### config.mk
export PLATFORM = sky130hd
export DESIGN_NAME = qclk_gen
export DESIGN_NICKNAME = d
export VERILOG_FILES = /design/src/rtl/qclk_gen.sv
export SDC_FILE = /design/constraint.sdc
export NUM_CORES = 1
export LEC_CHECK = 0
export ABC_AREA = 1
export BUFFER_PORTS_ARGS = -buffer_cell sky130_fd_sc_hd__clkbuf_2
export CAP_MARGIN = 10
export CORE_ASPECT_RATIO = 0.7
export CORE_MARGIN = 5
export CORE_UTILIZATION = 35
export CTS_CLUSTER_DIAMETER = 60
export DETAILED_ROUTE_END_ITERATION = 10
export GPL_TIMING_DRIVEN = 0
export PLACE_DENSITY = 0.6
export REMOVE_ABC_BUFFERS = 1
export SYNTH_ARGS = -nofsm -noshare
export SYNTH_HDL_FRONTEND = slang
export SYNTH_SLANG_ARGS = --single-unit
### constraint.sdc
create_clock -name clk -period 2.1 [get_ports clk]
set_clock_uncertainty 0.15 [all_clocks]
set_input_delay 0.21 -clock clk [delete_from_list [all_inputs] [get_ports clk]]
set_output_delay 0.21 -clock clk [all_outputs]
set_load 0.005 [all_outputs]
### src/rtl/qclk_gen.sv
// Multi-channel clock-divider: NCH registered square waves plus edge tick strobes.
// Define QCLK_GEN_RT_LOAD_EN to enable runtime half-period reloads (nxt/pend path).
module qclk_gen #(
  parameter int unsigned       NCH       = 2,
  parameter int unsigned       CW        = 27,
  parameter logic [NCH*CW-1:0] HALF_INIT = {27'd500, 27'd50000000}
) (
  input  logic           clk,
  input  logic           rst_n,
  input  logic           en,
  input  logic           sync_clr,
  input  logic           ld_valid,
  input  logic [2:0]     ld_ch,
  input  logic [CW-1:0]  ld_half,
  output logic [NCH-1:0] clk_out,
  output logic [NCH-1:0] tick,
  output logic [NCH-1:0] pend
);

  logic [CW-1:0]  cnt  [NCH];
  logic [CW-1:0]  half [NCH];
  logic [NCH-1:0] term_c;

  // Terminal count: the current half-interval ends on this edge.
  always_comb begin
    term_c = '0;
    for (int i = 0; i < NCH; i++) begin
      term_c[i] = en && (cnt[i] == half[i] - CW'(1));
    end
  end

`ifdef QCLK_GEN_RT_LOAD_EN
  logic [CW-1:0]  nxt [NCH];
  logic [NCH-1:0] ld_hit;

  // Channel index compare also rejects out-of-range ld_ch (no channel matches).
  always_comb begin
    ld_hit = '0;
    for (int i = 0; i < NCH; i++) begin
      ld_hit[i] = ld_valid && (ld_half != '0) && (ld_ch == 3'(i));
    end
  end

  // A load coinciding with an edge or sync_clr is applied immediately.
  always_ff @(posedge clk or negedge rst_n) begin
    if (!rst_n) begin
      for (int i = 0; i < NCH; i++) begin
        half[i] <= HALF_INIT[i*CW +: CW];
        nxt[i]  <= HALF_INIT[i*CW +: CW];
      end
      pend <= '0;
    end else begin
      for (int i = 0; i < NCH; i++) begin
        if (ld_hit[i]) begin
          nxt[i] <= ld_half;
        end
        if (sync_clr || term_c[i]) begin
          if (pend[i] || ld_hit[i]) begin
            half[i] <= ld_hit[i] ? ld_half : nxt[i];
          end
          pend[i] <= 1'b0;
        end else if (ld_hit[i]) begin
          pend[i] <= 1'b1;
        end
      end
    end
  end
`else
  logic unused_ld;
  assign unused_ld = ^{ld_valid, ld_ch, ld_half};
  assign pend      = '0;

  always_comb begin
    for (int i = 0; i < NCH; i++) begin
      half[i] = HALF_INIT[i*CW +: CW];
    end
  end
`endif

  // Per-channel counter, square wave and tick; sync_clr dominates the terminal count.
  always_ff @(posedge clk or negedge rst_n) begin
    if (!rst_n) begin
      for (int i = 0; i < NCH; i++) begin
        cnt[i] <= '0;
      end
      clk_out <= '0;
      tick    <= '0;
    end else begin
      for (int i = 0; i < NCH; i++) begin
        if (sync_clr) begin
          cnt[i]     <= '0;
          clk_out[i] <= 1'b0;
          tick[i]    <= 1'b0;
        end else if (term_c[i]) begin
          cnt[i]     <= '0;
          clk_out[i] <= ~clk_out[i];
          tick[i]    <= 1'b1;
        end else if (en) begin
          cnt[i]  <= cnt[i] + CW'(1);
          tick[i] <= 1'b0;
        end else begin
          tick[i] <= 1'b0;
        end
      end
    end
  end

endmodule

* After elaboration in Yosys (flattened, before gate mapping)
Cells that the tools add are included.
Storage, ports and cells: latch bits 0, bits of input ports 35, memories 0, output and inout port bits 6, memory bits (writable) 0, memory bits (read-only) 0, flip-flop bits (word level) 58
Operators by class: order comparisons 0, equal/unequal tests 2, multiplexer cells 14, shift operators 0, div/mod/pow operators 0, multiply operators 0, $add $sub $neg 2, bitwise logic cells 2, reduce and logical (&&, ||, !) cells 6
Operators by type and width (number):
- $mux W27 | 6
- $add A27 B1 Y27 const B | 2
- $eq A27 B26 Y1 const B | 1
- $eq A27 B9 Y1 const B | 1
- $mux W1 | 8
- $reduce_bool A3 Y1 | 2
- $reduce_bool A2 Y1 | 2
- $logic_and A1 B1 Y1 | 2
- $not A1 Y1 | 2

* Logic depth before layout (Yosys ltp)
depth in word-level cells 4, gate-level depth with buffers 10

* Worst setup path before layout
OpenSTA, ideal clock, no wires.
kind register to register, start register cnt[27] (netlist bit), end register cnt[45] (netlist bit), path buffers 0, arrival 1.344 ns, path slack 0.535 ns, period minus slack after synthesis 1.565 ns, stages on the path, launching flop included 10, cell sequence dfrtp_1 -> ha_1 -> nand2_2 -> nor2_1 -> nand2_2 -> nor2_4 -> nand2_1 -> o21bai_1 -> inv_1 -> nor2_1
On the way: word-level cells in the longest chain between the ends 4, elaborated cells on any way between the ends 7, classes of those cells add/sub: 1; eq/ne: 1; mux: 3; reduce/logical: 2
RTL lines:
- start, declared | RTL line 20 | logic [CW-1:0] cnt [NCH];
- start signal, assigned by index | RTL line 99 | cnt[i] <= cnt[i] + CW'(1);
- $add A27 B1 Y27 / $eq A27 B26 Y1 (equally long branches) | RTL line 99, 28
- $mux W27 / $logic_and A1 B1 Y1 (equally long branches) | RTL line 98, 28
- $mux W27 | RTL line 94 | end else if (term_c[i]) begin
- $mux W27 | RTL line 90 | if (sync_clr) begin
Parallel ways exist; a longest one is shown, timed or not. The select of a mux whose other input is x is not followed. A chain may end at the register's enable or synchronous reset.

* Worst setup path after layout
start input en, end register cnt[7] (netlist bit)
On the way: word-level cells in the longest chain between the ends 3, elaborated cells on any way between the ends 4, classes of those cells mux: 2; reduce/logical: 2
RTL lines:
- start, declared | RTL line 10 | input logic en,
- $logic_and A1 B1 Y1 | RTL line 28 | term_c[i] = en && (cnt[i] == half[i] - CW'(1));
- $mux W27 | RTL line 94
- $mux W27 | RTL line 90
Parallel ways exist; a longest one is shown, timed or not.

==> flow_metrics.py <==
metrics = {
    "final_layout": {
        "insertedDiodeCount": 0,
        "nNetsFinal": 637,
        "drive_gt1_share_pct": 7.60,
        "ff_latch_area_um2": 1450,
        "fillers": 1113,
        "finish.instance_area_um2": 4260,
        "flow.area_growth_from_synthesis_pct": 11.4,
        "multiInputGateArea_um2": 2010,
    },
    "synthesis": {
        "synth.yosys.warnings": 0,
        "post-synth-top-area-fraction_pct": 38.0,
        "ys_seq_area_share_pct": 38.0,
        "netlist_top_cells_area": "sky130_fd_sc_hd__dfrtp_1 (38%), sky130_fd_sc_hd__nand2_1 (18%), sky130_fd_sc_hd__nor2_1 (12%)",
        "synthDistinctLibCells": 33,
        "post_synth_inst_count": 594,
        "synth_ff_type": "sky130_fd_sc_hd__dfrtp_1",
        "synth_top_area_cell": "sky130_fd_sc_hd__dfrtp_1",
        "synth_area_um2": 3820,
        "synth.most_common_cell": "sky130_fd_sc_hd__nand2_1",
        "post_synth.cell_area_avg_um2": 6.43,
        "synth_enable_flop_cells": 0,
        "ys_seq_elements": 58,
        "synth_common_cells": "sky130_fd_sc_hd__nand2_1 (188), sky130_fd_sc_hd__nor2_1 (119), sky130_fd_sc_hd__inv_1 (69), sky130_fd_sc_hd__dfrtp_1 (58), sky130_fd_sc_hd__nand3_1 (34)",
        "async_flop_share_pct": 100,
    },
    "floorplan": {
        "starting_density_of_the_core_pct": 36.3,
        "ios": 41,
        "die-area_um2": 13100,
        "number_of_rows_created_at_floorplan": 31,
        "die-width_um": 135,
        "area_of_the_core_um2": 10500,
        "die_y_um": 97.4,
    },
    "detailed_routing": {
        "vias_per_cell": 4.85,
        "firstDrtPassIters": 5,
        "drtIter0Drc": 259,
        "detail_route.wirelength_mm": 9.69,
        "route.vias.total": 3655,
        "number_of_routed_nets_with_antenna_violations": 0,
        "drc": 0,
        "wire_per_inst_um": 12.9,
    },
    "timing": {
        "rsz0062_at_grt": "no",
        "timing.final.crit_share_pct": 92.6,
        "final-hold-violation-count": 0,
        "shortest_period_the_worst_path_allows_ns": 1.95,
        "maxSlewHeadroom_pct": 45.6,
        "hold_ws_ns": 0.111,
        "setup_viol_count_final": 0,
        "finalMaxSlewViolations": 0,
        "worst_pin_slew_ns": 0.816,
        "fmax_mhz": 514,
    },
    "clock_tree": {
        "tritoncts": "yes",
        "cts_made_buffers": 9,
        "clkSinkCount": 58,
        "cts_root_buffer": "sky130_fd_sc_hd__clkbuf_16",
        "clock_tree.htree_level_count": 3,
        "clk-insertion-delay-late_ns": 0.33,
        "post-cts-setup-buffer-count": 0,
        "ctsLongestPathBuffers": 2,
        "clkTransAtPathRegs_ns": 0.05,
    },
    "worst_setup_path": {
        "critical-path-slowest-cell": "sky130_fd_sc_hd__clkinvlp_4",
        "largest_stage_delay_worst_path_ns": 0.51,
        "timing.critical_path.cells": "buf_4 -> nor2_4 -> buf_12 -> clkinvlp_4 -> nand4_1 -> nand2_1 -> nand2_1 -> nor2_1",
        "critical_path.endpoint_type": "flop",
        "crit_top_cell": "sky130_fd_sc_hd__nand2_1",
        "data_required_time_of_the_critical_path_ns": 2.16,
        "worstSetupStartpointType": "input pin",
        "worst_r2r_path_depth": 8,
        "timing.setup.critical_path_class": "in -> reg",
        "critPathMaxFanout": 33,
        "worst_ep_arrival_time_ns": 2.01,
    },
    "flow_run": {
        "maxCapViolCount": 0,
    },
    "global_routing": {
        "grt_first_pass_wirelength_mm": 16.5,
        "grt_max_degree": 59,
        "antenna_violations_before_repair": 0,
        "grt_pass1_vias": 3300,
        "remaining_overflow_grt": 0,
        "global_route.usage.total_pct": 15.5,
    },
    "min_path": {
        "worst_hold_path_type": "in -> reg",
        "min_delay_path_depth": 2,
    },
    "power_and_ir_drop": {
        "power_density_nw_per_um2": 607,
        "power_leakage_nw": 1.85,
        "vdd_ir_drop_max_uv": 471,
    },
    "placed_design": {
        "dp_hpwl_mm": 6.90,
        "gp_congestion": 0.888,
        "placedInstanceArea_um2": 3960,
        "numPortBuffers": 7,
    },
    "run_status": {
        "run_status": "complete, no violations",
    },
}
final timing paths:
path	from	endpoint	slack (ns)
min in group asynchronous	rst_n	cnt[44]	0.39
setup reg to reg	cnt[18]	cnt[4]	0.18
hold / removal	sync_clr	tick[0]	0.11
max in group asynchronous	rst_n	cnt[8]	0.88
setup / recovery	en	cnt[7]	0.15
hold reg to reg	cnt[28]	cnt[28]	0.36
state kept, by name, indices dropped and copies added (netlist names):
signal   flops
tick         2
clk_out      2
cnt         54
through the flow:
stage	setup TNS, ns	worst slack [ns]	power, mW	instances	utilization, %
after floorplan	-6.96	-0.341	1.20	580	-
after global placement	-70.85	-2.13	1.26	735	37.5
after detailed placement	-12.60	-0.571	1.26	736	37.7
after CTS	0	0.0800	2.62	753	40.4
after global routing	0	0.0231	2.68	753	40.5
final	0	0.155	2.58	753	40.5
critical path: cells and delay by family:
kind,cells,cell delay [ns]
simple gates,5,0.86
buf+inv,3,0.92
what timing repair did:
item | in CTS | in global routing
pin swaps | 1 | 1
endpoints found under the hold margin | 58 | 0
setup endpoints to repair | 26 | 8
hold buffers | 1 | 0
resized for setup | 3 | 2
layout make-up:
cell class | count | area share, %
inverter | 73 | 6.53
clock inverter | 3 | 0.353
multi-input combinational | 449 | 47.1
clock buffer | 13 | 5.88
sequential | 58 | 34.1
tap | 148 | 4.35
timing repair buffer | 9 | 1.65
report_power, final:
part	internal, mW	switching [mW]	total (mW)
clock	0.824	0.511	1.34
combinational	0.0228	0.0897	0.112
sequential	1.13	0.00672	1.13
total	1.97	0.608	2.58
routing by layer:
layer | share of wire, % | global-route usage [%]
met1 | 52 | 24.0
met2 | 42 | 21.4
met3 | 5.0 | 3.05
met4 | 1.2 | 4.62
met5 | 0 | 0
cells by family after synthesis:
| group | after synthesis | share of synthesized area, % |
|---|---|---|
| AND/OR/NAND/NOR | 407 | 45.7 |
| buffers and inverters | 88 | 9.76 |
| flip-flops | 58 | 38.0 |
| AO/OA/AOI/OAI | 37 | 5.57 |
| adder cells (fa/ha/maj) | 2 | 0.655 |
| XOR/XNOR | 1 | 0.229 |
| other | 1 | 0.0982 |
placed cells by master, fill, tap and decap left out, types with 2 or more instances in the layout:
cell and n:
sky130_fd_sc_hd__nand3_1 34, sky130_fd_sc_hd__nand4_1 19, sky130_fd_sc_hd__clkbuf_2 5, sky130_fd_sc_hd__a31oi_1 4, sky130_fd_sc_hd__nor2_4 6, sky130_fd_sc_hd__inv_2 3, sky130_fd_sc_hd__nor3b_1 2, sky130_fd_sc_hd__nor3_1 23
sky130_fd_sc_hd__nand2_1 188, sky130_fd_sc_hd__conb_1 2, sky130_fd_sc_hd__o21bai_1 2, sky130_fd_sc_hd__inv_1 68, sky130_fd_sc_hd__nand2_2 5, sky130_fd_sc_hd__clkbuf_1 3, sky130_fd_sc_hd__a21oi_1 11, sky130_fd_sc_hd__clkbuf_16 9
sky130_fd_sc_hd__clkinv_2 3, sky130_fd_sc_hd__nor2_2 7, sky130_fd_sc_hd__ha_1 2, sky130_fd_sc_hd__dfrtp_1 58, sky130_fd_sc_hd__o21ai_0 16, sky130_fd_sc_hd__nor2_1 118
No activity file was read; power rests on OpenSTA's default activity.
